### src/rtl/chunk_adder_if.sv
// chunk_adder_if: handshake and data bundle for chunk_adder.
//   master : operand source and result consumer (drives in_valid, a, b, sub,
//            c_in, out_ready and, with CHUNK_ADDER_ACC_EN, acc_sel)
//   slave  : the adder (drives in_ready, out_valid, sum, c_out, ovf, busy)
// Optional feature macro: CHUNK_ADDER_ACC_EN adds acc_sel.
interface chunk_adder_if #(
  parameter int unsigned WIDTH = 16
);
  logic             in_valid;
  logic             in_ready;
  logic [WIDTH-1:0] a;
  logic [WIDTH-1:0] b;
  logic             sub;
  logic             c_in;
  logic             out_valid;
  logic             out_ready;
  logic [WIDTH-1:0] sum;
  logic             c_out;
  logic             ovf;
  logic             busy;
`ifdef CHUNK_ADDER_ACC_EN
  logic             acc_sel;

  modport master (
    output in_valid, a, b, sub, c_in, out_ready, acc_sel,
    input  in_ready, out_valid, sum, c_out, ovf, busy
  );
  modport slave (
    input  in_valid, a, b, sub, c_in, out_ready, acc_sel,
    output in_ready, out_valid, sum, c_out, ovf, busy
  );
`else
  modport master (
    output in_valid, a, b, sub, c_in, out_ready,
    input  in_ready, out_valid, sum, c_out, ovf, busy
  );
  modport slave (
    input  in_valid, a, b, sub, c_in, out_ready,
    output in_ready, out_valid, sum, c_out, ovf, busy
  );
`endif
endinterface

### src/rtl/chunk_adder.sv
// chunk_adder: multi-cycle adder/subtractor, CHUNK bits per clock, LSB slice
// first, carry held in a register between slices.
// Ports:
//   clk  - clock, rising edge
//   rst  - synchronous active-high reset
//   bus  - chunk_adder_if.slave: in_valid/in_ready operand handshake with
//          a, b, sub, c_in; out_valid/out_ready result handshake with sum,
//          c_out, ovf; busy high while an operation is in flight.
// Optional feature macro: CHUNK_ADDER_ACC_EN (acc_sel selects an internal
// accumulator, loaded on each result handshake, as operand A).
module chunk_adder #(
  parameter int unsigned WIDTH = 16,
  parameter int unsigned CHUNK = 4
) (
  input  logic         clk,
  input  logic         rst,
  chunk_adder_if.slave bus
);

  localparam int unsigned     NCH     = WIDTH / CHUNK;
  localparam int unsigned     KW      = (NCH > 1) ? $clog2(NCH) : 1;
  localparam logic [KW-1:0]   K_LAST  = KW'(NCH - 1);
  localparam logic [WIDTH-1:0] SL_MASK = {WIDTH{1'b1}} >> (WIDTH - CHUNK);

  localparam logic [1:0] S_IDLE = 2'd0;
  localparam logic [1:0] S_RUN  = 2'd1;
  localparam logic [1:0] S_DONE = 2'd2;

  logic [1:0]       r_state,     w_state_nxt;
  logic [WIDTH-1:0] r_a,         w_a_nxt;
  logic [WIDTH-1:0] r_b,         w_b_nxt;
  logic             r_carry,     w_carry_nxt;
  logic [KW-1:0]    r_k,         w_k_nxt;
  logic [WIDTH-1:0] r_sum,       w_sum_nxt;
  logic             r_c_out,     w_c_out_nxt;
  logic             r_ovf,       w_ovf_nxt;
  logic             r_out_valid, w_out_valid_nxt;
  logic             r_in_ready,  w_in_ready_nxt;
  logic             r_busy,      w_busy_nxt;

  logic [WIDTH-1:0] w_a_src;
  int unsigned      w_base;
  logic [CHUNK-1:0] w_a_sl;
  logic [CHUNK-1:0] w_b_sl;
  logic [CHUNK:0]   w_slice;
  logic [WIDTH-1:0] w_sum_slot;

`ifdef CHUNK_ADDER_ACC_EN
  logic [WIDTH-1:0] r_acc_q, w_acc_nxt;
  assign w_a_src = bus.acc_sel ? r_acc_q : bus.a;
`else
  assign w_a_src = bus.a;
`endif

  // Current slice: {carry, sum slice} = a slice + b' slice + carry
  assign w_base     = 32'(r_k) * CHUNK;
  assign w_a_sl     = CHUNK'(r_a >> w_base);
  assign w_b_sl     = CHUNK'(r_b >> w_base);
  assign w_slice    = {1'b0, w_a_sl} + {1'b0, w_b_sl} + (CHUNK+1)'(r_carry);
  assign w_sum_slot = (r_sum & ~(SL_MASK << w_base))
                    | (WIDTH'(w_slice[CHUNK-1:0]) << w_base);

  // Next-state and register-input logic
  always_comb begin
    w_state_nxt     = r_state;
    w_a_nxt         = r_a;
    w_b_nxt         = r_b;
    w_carry_nxt     = r_carry;
    w_k_nxt         = r_k;
    w_sum_nxt       = r_sum;
    w_c_out_nxt     = r_c_out;
    w_ovf_nxt       = r_ovf;
    w_out_valid_nxt = r_out_valid;
    w_in_ready_nxt  = r_in_ready;
    w_busy_nxt      = r_busy;
`ifdef CHUNK_ADDER_ACC_EN
    w_acc_nxt       = r_acc_q;
`endif
    case (r_state)
      S_IDLE: begin
        if (bus.in_valid) begin
          // Subtract is a + ~b + 1, so the carry seeds to 1 and c_in is ignored
          w_a_nxt        = w_a_src;
          w_b_nxt        = bus.sub ? ~bus.b : bus.b;
          w_carry_nxt    = bus.sub | bus.c_in;
          w_k_nxt        = '0;
          w_state_nxt    = S_RUN;
          w_in_ready_nxt = 1'b0;
          w_busy_nxt     = 1'b1;
        end
      end
      S_RUN: begin
        w_sum_nxt   = w_sum_slot;
        w_carry_nxt = w_slice[CHUNK];
        w_k_nxt     = r_k + KW'(1);
        if (r_k == K_LAST) begin
          w_k_nxt         = '0;
          w_state_nxt     = S_DONE;
          w_out_valid_nxt = 1'b1;
          w_c_out_nxt     = w_slice[CHUNK];
          w_ovf_nxt       = (r_a[WIDTH-1] == r_b[WIDTH-1])
                         && (w_sum_slot[WIDTH-1] != r_a[WIDTH-1]);
        end
      end
      S_DONE: begin
        if (bus.out_ready) begin
          w_state_nxt     = S_IDLE;
          w_out_valid_nxt = 1'b0;
          w_in_ready_nxt  = 1'b1;
          w_busy_nxt      = 1'b0;
`ifdef CHUNK_ADDER_ACC_EN
          w_acc_nxt       = r_sum;
`endif
        end
      end
      default: begin
        w_state_nxt     = S_IDLE;
        w_out_valid_nxt = 1'b0;
        w_in_ready_nxt  = 1'b1;
        w_busy_nxt      = 1'b0;
      end
    endcase
  end

  // State and datapath registers
  always_ff @(posedge clk) begin
    if (rst) begin
      r_state     <= S_IDLE;
      r_a         <= '0;
      r_b         <= '0;
      r_carry     <= 1'b0;
      r_k         <= '0;
      r_sum       <= '0;
      r_c_out     <= 1'b0;
      r_ovf       <= 1'b0;
      r_out_valid <= 1'b0;
      r_in_ready  <= 1'b1;
      r_busy      <= 1'b0;
`ifdef CHUNK_ADDER_ACC_EN
      r_acc_q     <= '0;
`endif
    end else begin
      r_state     <= w_state_nxt;
      r_a         <= w_a_nxt;
      r_b         <= w_b_nxt;
      r_carry     <= w_carry_nxt;
      r_k         <= w_k_nxt;
      r_sum       <= w_sum_nxt;
      r_c_out     <= w_c_out_nxt;
      r_ovf       <= w_ovf_nxt;
      r_out_valid <= w_out_valid_nxt;
      r_in_ready  <= w_in_ready_nxt;
      r_busy      <= w_busy_nxt;
`ifdef CHUNK_ADDER_ACC_EN
      r_acc_q     <= w_acc_nxt;
`endif
    end
  end

  assign bus.in_ready  = r_in_ready;
  assign bus.out_valid = r_out_valid;
  assign bus.sum       = r_sum;
  assign bus.c_out     = r_c_out;
  assign bus.ovf       = r_ovf;
  assign bus.busy      = r_busy;

endmodule
### src/flat_wrapper.sv
// flat-port wrapper written by rule: the top's interface ports become plain ports
module chunk_adder_flat 
#(
  parameter int unsigned WIDTH = 16,
  parameter int unsigned CHUNK = 4
)
  (clk, rst, bus_in_valid, bus_a, bus_b, bus_sub, bus_c_in, bus_out_ready, bus_in_ready, bus_out_valid, bus_sum, bus_c_out, bus_ovf, bus_busy);
  chunk_adder_if #(.WIDTH(WIDTH)) bus_i ();
  input  logic clk;
  input  logic rst;
  input wire logic [$bits(bus_i.in_valid)-1:0] bus_in_valid;
  input wire logic [$bits(bus_i.a)-1:0] bus_a;
  input wire logic [$bits(bus_i.b)-1:0] bus_b;
  input wire logic [$bits(bus_i.sub)-1:0] bus_sub;
  input wire logic [$bits(bus_i.c_in)-1:0] bus_c_in;
  input wire logic [$bits(bus_i.out_ready)-1:0] bus_out_ready;
  output wire logic [$bits(bus_i.in_ready)-1:0] bus_in_ready;
  output wire logic [$bits(bus_i.out_valid)-1:0] bus_out_valid;
  output wire logic [$bits(bus_i.sum)-1:0] bus_sum;
  output wire logic [$bits(bus_i.c_out)-1:0] bus_c_out;
  output wire logic [$bits(bus_i.ovf)-1:0] bus_ovf;
  output wire logic [$bits(bus_i.busy)-1:0] bus_busy;
  assign bus_i.in_valid = bus_in_valid;
  assign bus_i.a = bus_a;
  assign bus_i.b = bus_b;
  assign bus_i.sub = bus_sub;
  assign bus_i.c_in = bus_c_in;
  assign bus_i.out_ready = bus_out_ready;
  assign bus_in_ready = bus_i.in_ready;
  assign bus_out_valid = bus_i.out_valid;
  assign bus_sum = bus_i.sum;
  assign bus_c_out = bus_i.c_out;
  assign bus_ovf = bus_i.ovf;
  assign bus_busy = bus_i.busy;
  chunk_adder #(.WIDTH(WIDTH), .CHUNK(CHUNK)) u_core (.clk(clk), .rst(rst), .bus(bus_i));
endmodule
### config.mk
export PLATFORM = sky130hd
export DESIGN_NAME = chunk_adder_flat
export DESIGN_NICKNAME = d
export VERILOG_FILES = /design/src/rtl/chunk_adder_if.sv /design/src/rtl/chunk_adder.sv /design/src/flat_wrapper.sv
export SDC_FILE = /design/constraint.sdc
export NUM_CORES = 1
export LEC_CHECK = 0
export CORE_ASPECT_RATIO = 0.75
export CORE_MARGIN = 1.5
export CORE_UTILIZATION = 25
export CTS_CLUSTER_DIAMETER = 100
export DETAILED_ROUTE_END_ITERATION = 7
export GPL_TIMING_DRIVEN = 0
export SYNTH_ARGS = -nofsm -noshare
export SYNTH_HDL_FRONTEND = slang
export SYNTH_SLANG_ARGS = --single-unit
### constraint.sdc
create_clock -name clk -period 3.3 [get_ports clk]
set_clock_uncertainty 0.1 [all_clocks]
set_input_delay 0.66 -clock clk [delete_from_list [all_inputs] [get_ports clk]]
set_output_delay 0.66 -clock clk [all_outputs]
set_load 0.005 [all_outputs]
==> key figures, run 1 <==
Synthesis
  • Synth Register Bits: 58
  • Post-synthesis area per instance: 9.37 µm²
  • Top post-synthesis cells by area: dfxtp_1, mux4_2, nand2_1
  • Area leader, netlist: dfxtp_1
  • Synthesized instance count: 283
  • Syn nets: 330
  • Synth top area share: 43.8%
  • Top-count cell post-synth: dfxtp_1
  • Post-synthesis sequential area ratio: 43.8%
  • Number of synthesized flops with an enable pin: 0
  • Mapped cell area: 0.00265 mm²
  • Main synth FF type: dfxtp_1
  • Ys Warns: 0
  • Most frequent cells after synthesis: dfxtp_1, nand2_1, nor2_1, a21oi_1, a211oi_1
  • Ys async rst share: 0%
  • Synth cell types: 34

Floorplan
  • Initial Utilization: 25.8%
  • Row count: 32
  • Die X: 122 µm
  • Die height: 92.2 µm
  • Core box area: 0.0103 mm²
  • Die footprint: 0.0112 mm²
  • I/O pin cnt: 59

Clock tree
  • Clk slew on worst S/H paths: 0.05 ns
  • CTS Buf Count: 9
  • Clock Sink Count: 58
  • Post-CTS Hold Fix Bufs: 0
  • Clk buf depth: 2
  • Setup bufs post-CTS: 0
  • Worst skew pair latency: 0.32 ns
  • CTS tree: yes
  • CTS root buffer: clkbuf_16
  • H-tree levels: 3

Layout
  • Fraction of layout cells with a size suffix above 1: 11.3%
  • Final core utilization: 35.9%
  • Fillers: 1057
  • N_diodes: 0
  • Area delta synth->final: 39.3%
  • Nets: 397
  • Final Non-Filler Cells: 491

Global route
  • Largest net degree at the start of global routing: 11
  • GRT overflow: 0
  • First-pass GRT wire length: 11700 µm
  • All-layer global routing usage: 13.8%
  • Vias in the first global route: 2313
  • Initial antenna violation count: 0

Power and ir drop
  • P per Cell Area: 541 mW/mm²
  • Max IR drop VDD: 0.000239 V
  • Leakage: 1.32 nW
  • Total power: 0.00200 W

Run status
  • Run status: completed

Critical path
  • Worst EP arrival: 3.18 ns
  • Setup crit end kind: flip-flop
  • Buffers & Inverters on Critical Path: 1
  • CP startpoint kind: flip-flop
  • Critical-path maximum fanout: 10
  • CP required: 3.39 ns
  • Critical Path Slowest Stage Cell: mux4_2
  • Delay-heaviest family, CP: adder cells
  • CP dominant cell by count: fa_1
  • Max incr delay on CP: 0.56 ns
  • WS Path Type: flip-flop to flip-flop
  • Cells along the critical path: buf_4 > mux4_2 > fa_1 > fa_1 > a21o_1 > a21oi_1 > nand2b_1 > a21oi_2

Routing
  • WL final: 6970 µm
  • Iteration-0 DRC count of the detailed router: 139
  • Antenna Violating Nets Remaining: 0
  • WL/cell: 14.2 µm
  • Vias: 2229
  • Vias/cell: 4.54
  • Drt first pass iters: 4
  • Wl on met1: 3390 µm
  • Highest metal used: met4
  • Met2 wire length: 2990 µm
  • DRC: 0
  • WL met3: 415 µm

Flow run
  • Max-Cap Viols: 0

Placed design
  • IO Port Bufs: 56
  • Gp weighted congestion: 0.778
  • DP Wirelength: 5320 µm
  • Inst Count DP: 475

Timing
  • Worst hold slack: 0.352 ns
  • RSZ-0062 raised after global routing: no
  • Final Max Slew Viols: 0
  • Final-report hold violation count: 0
  • Final setup viols: 0
  • Final Critical Period: 3.09 ns
  • Fmax: 324 MHz
  • Worst slew margin: 60.2%
  • Crit share post-route: 93.6%
  • Worst Tran Pin Value: 0.597 ns
  • Setup TNS: 0 ns

Hold path
  • Hold Crit Class: flip-flop to flip-flop
[path summary, 6_finish.rpt]
path                                     start             end  slack, ns  cells after the start
worst min register to register  u_core.r_a[12]  u_core.r_a[12]       0.35                      2
worst min-delay path            u_core.r_a[12]  u_core.r_a[12]       0.35                      2
worst max register to register   u_core.r_k[0]  u_core.r_carry       0.21                      8
worst max-delay path             u_core.r_k[0]  u_core.r_carry       0.21                      8
[tightest hold or removal path: stages (launching register included)]
cell and delay (ns):
dfxtp_1 0.30, nand2_1 0.05, a21oi_1 0.05
[cell type report]
class	instances	area, µm²	area share, %
tap	136	170	4.61
clock inverter	2	35.0	0.949
timing repair buffer	56	561	15.2
inverter	3	11.3	0.305
sequential	58	1160	31.4
clock buffer	14	264	7.15
multi-input combinational	203	1380	37.4
buffer	19	108	2.91
[sequential cells by signal, indices dropped and copies added (netlist names)]
| signal | flops |
|---|---|
| u_core.bus.sum | 16 |
| u_core.r_a | 16 |
| u_core.r_b | 16 |
| u_core.r_k | 2 |
| u_core.r_state | 2 |
| u_core.bus.busy | 1 |
| u_core.bus.c_out | 1 |
| u_core.bus.in_ready | 1 |
| u_core.bus.out_valid | 1 |
| u_core.bus.ovf | 1 |
| u_core.r_carry | 1 |
[repair_timing]
item	CTS	global route
endpoints found under the setup margin	0	5
resized for setup	0	4
hold endpoints to repair	0	0
[cell usage in the layout (no fill, tap or decap), drive strengths merged]
cell type	instances
dfxtp	58
clkdlybuf4s50	56
nand2	44
nor2	34
a21oi	30
clkbuf	22
a211oi	17
xnor2	16
a22oi	12
buf	11
mux4	8
ha	7
nor2b	4
or3b	4
nand3	4
nor3	4
nand2b	3
or3	3
inv	3
o21bai	2
fa	2
xor2	1
a21boi	1
and3b	1
o32ai	1
o311ai	1
a31oi	1
a21o	1
o211ai	1
or4	1
clkinv	1
bufinv	1
[metrics by stage]
step	worst slack (ns)	instance area, µm²
after global routing	0.0348	3690
after CTS	0.0419	3680
after detailed placement	0.0587	3380
after global placement	0.122	3380
after floorplan	0.434	2650
final	0.210	3690
[report_power, final]
| part | leakage (nW) | switching, W | internal [W] |
|---|---|---|---|
| Clock | 0.147 | 0.000303 | 0.000624 |
| Sequential | 0.475 | 0.0000268 | 0.000745 |
| Combinational | 0.694 | 0.000152 | 0.000147 |
[logic make-up after synthesis]
group	count (synthesis)	share of synthesized area (%)
flip-flops	58	43.8
AND/OR/NAND/NOR	102	18.1
buffers and inverters	22	4.34
multiplexers	8	6.80
adder cells (fa/ha/maj)	9	4.81
AO/OA/AOI/OAI	67	16.5
XOR/XNOR	17	5.62
[metal layers]
| layer | up-vias | global-route usage, % |
|---|---|---|
| met1 | 1027 | 18.5 |
| met5 | - | 0 |
| met4 | 0 | 6.27 |
| li1 | 1119 | - |
| met3 | 14 | 4.35 |
| met2 | 69 | 20.0 |
(Power assumes the default switching activity.)
==> run 2, diff against run 1 <==
--- a/config.mk
+++ b/config.mk
@@ -5,12 +5,14 @@
 export SDC_FILE = /design/constraint.sdc
 export NUM_CORES = 1
 export LEC_CHECK = 0
+export ABC_CLOCK_PERIOD_IN_PS = 3300
 export CORE_ASPECT_RATIO = 0.75
 export CORE_MARGIN = 1.5
 export CORE_UTILIZATION = 25
 export CTS_CLUSTER_DIAMETER = 100
 export DETAILED_ROUTE_END_ITERATION = 7
 export GPL_TIMING_DRIVEN = 0
+export REMOVE_ABC_BUFFERS = 1
 export SYNTH_ARGS = -nofsm -noshare
 export SYNTH_HDL_FRONTEND = slang
 export SYNTH_SLANG_ARGS = --single-unit
==> run 2 against run 1 <==
Net effect: die area did not move; via count fell by 3.2%; global-route usage fell by 1.6 points; critical path type unchanged; first-iteration DRC count fell by 37%; fmax rose by 1.7%.
==> key figures, run 2 (synthesis gave the netlist of run 1 again) <==
Run status
  • Run status: completed

Critical path
  • CP dominant cell by count: fa_1
  • CP startpoint: u_core.r_k[1]
  • Critical Path Slowest Stage Cell: dfxtp_1
  • Worst EP arrival: 3.19 ns (about the same)
  • Critical-path maximum fanout: 15 (+5)
  • Crit Reg-Reg Startpoint: u_core.r_k[1]
  • WS Path Type: flip-flop to flip-flop
  • Cells along the critical path: mux4_2 > fa_1 > fa_1 > xor2_1 > a22oi_1 > nor2_1
  • CP startpoint kind: flip-flop
  • Max incr delay on CP: 0.86 ns (+0.30 ns)
  • CP required: 3.45 ns (+0.06 ns)
  • Setup crit end kind: flip-flop

Clock tree
  • Setup bufs post-CTS: 0 (unchanged)
  • Clock Sink Count: 58 (unchanged)
  • Clk buf depth: 2 (unchanged)
  • Worst skew pair latency: 0.31 ns (about the same)
  • Clk slew on worst S/H paths: 0.05 ns (about the same)
  • # resized after CTS: 1 (+1)
  • CTS Buf Count: 9 (unchanged)
  • CTS root buffer: clkbuf_16
  • CTS tree: yes
  • H-tree levels: 3 (unchanged)
  • Post-CTS Hold Fix Bufs: 0 (unchanged)

Global route
  • Vias in the first global route: 2207 (-4.6%)
  • First-pass GRT wire length: 10600 µm (-9.4%)
  • All-layer global routing usage: 12.2% (-1.6 points)
  • Initial antenna violation count: 0 (unchanged)
  • GRT overflow: 0 (unchanged)
  • Largest net degree at the start of global routing: 49 (+38)

Timing
  • Setup TNS: 0 ns (unchanged)
  • Final-report hold violation count: 0 (unchanged)
  • Final setup viols: 0 (unchanged)
  • Crit share post-route: 92.1% (-1.5 points)
  • Worst Tran Pin Value: 0.866 ns (+0.269 ns)
  • Final Critical Period: 3.04 ns (-0.0507 ns)
  • Final Max Slew Viols: 0 (unchanged)
  • RSZ-0062 raised after global routing: no
  • Fmax: 329 MHz (+1.7%)
  • Worst slew margin: 42.1% (-18 points)

Placed design
  • DP Wirelength: 4610 µm (-13%)
  • Gp weighted congestion: 0.692 (-11%)
  • IO Port Bufs: 58 (+3.6%)
  • Inst Count DP: 460 (-3.2%)

Routing
  • Vias/cell: 4.54 (about the same)
  • Antenna Violating Nets Remaining: 0 (unchanged)
  • DRC: 0 (unchanged)
  • WL/cell: 13.3 µm (-5.9%)
  • Vias: 2157 (-3.2%)
  • Iteration-0 DRC count of the detailed router: 88 (-37%)
  • WL final: 6340 µm (-9.0%)
  • Drt first pass iters: 4 (unchanged)

Hold path
  • Min-delay src: u_core.r_a[11]
  • Hold Crit Class: flip-flop to flip-flop

Floorplan
  • Initial Utilization: 25.8% (unchanged)
  • Core box area: 0.0103 mm² (unchanged)
  • Die footprint: 0.0112 mm² (unchanged)
  • Die X: 122 µm (unchanged)
  • Die height: 92.2 µm (unchanged)
  • I/O pin cnt: 59 (unchanged)
  • Row count: 32 (unchanged)

Power and ir drop
  • P per Cell Area: 544 mW/mm² (+0.65%)
  • Leakage: 1.29 nW (-2.1%)
  • Max IR drop VDD: 0.000282 V (+18%)

Layout
  • N_diodes: 0 (unchanged)
  • Nets: 382 (-3.8%)
  • Final core utilization: 35.5% (-0.36 points)
  • Fraction of layout cells with a size suffix above 1: 9.73% (-1.5 points)
  • Final Non-Filler Cells: 475 (-3.3%)
  • Commonest non-fill, non-tap cells in the layout: clkdlybuf4s50_1, dfxtp_1, nand2_1, nor2_1, a21oi_1
  • Area delta synth->final: 37.8%

Flow run
  • Max-Cap Viols: 0 (unchanged)
[run 2: cell type report]
type / count / area [µm²]
multi-input combinational: 203 / 1380
inverter: 3 / 11.3
sequential: 58 / 1160
timing repair buffer: 60 / 623
fill: 1067 / 6640
tap: 136 / 170
clock buffer: 13 / 270
clock inverter: 2 / 35.0
[run 2: worst max-delay path, delay by kind of cell, from the launching register on]
kind                     cells  cell delay, ns
XOR/XNOR                     1            0.42
flip-flops                   1            0.86
AND/OR/NAND/NOR              1            0.11
AO/OA/AOI/OAI                1            0.17
multiplexers                 1            0.44
adder cells (fa/ha/maj)      2            0.86
[run 2: stage by stage]
stage	setup WS (ns)	area, µm²	hold WS (ns)	total power, W
2_1_floorplan	0.273	2550	0.327	0.000937
3_3_place_gp	-1.02	3300	0.341	0.00106
3_5_place_dp	-0.113	3350	0.345	0.00108
4_1_cts	0.238	3650	0.352	0.00202
5_1_grt	0.0810	3650	0.378	0.00208
6_report	0.261	3650	0.353	0.00199
[run 2: routing by layer]
metal  GRT usage, %  vias up  routed length [µm]
met3           3.79        9                 343
met1           15.7     1001                2970
met2           19.4       51                2960
li1               -     1096                   -
met5              0        -                   0
met4           3.63        0                  66
[run 2: power breakdown]
part	total (W)	internal, W	switching (W)
clock network	0.000930	0.000639	0.000291
registers	0.000780	0.000745	0.0000355
logic	0.000278	0.000144	0.000135
total	0.00199	0.00153	0.000461
[run 2: final timing paths]
path	endpoint	slack, ns	cells past startpoint
worst min-delay path	u_core.r_a[11]	0.35	2
worst max register to register	u_core.bus.sum[10]	0.26	6
worst min register to register	u_core.r_a[11]	0.35	2
worst max-delay path	u_core.bus.sum[10]	0.26	6
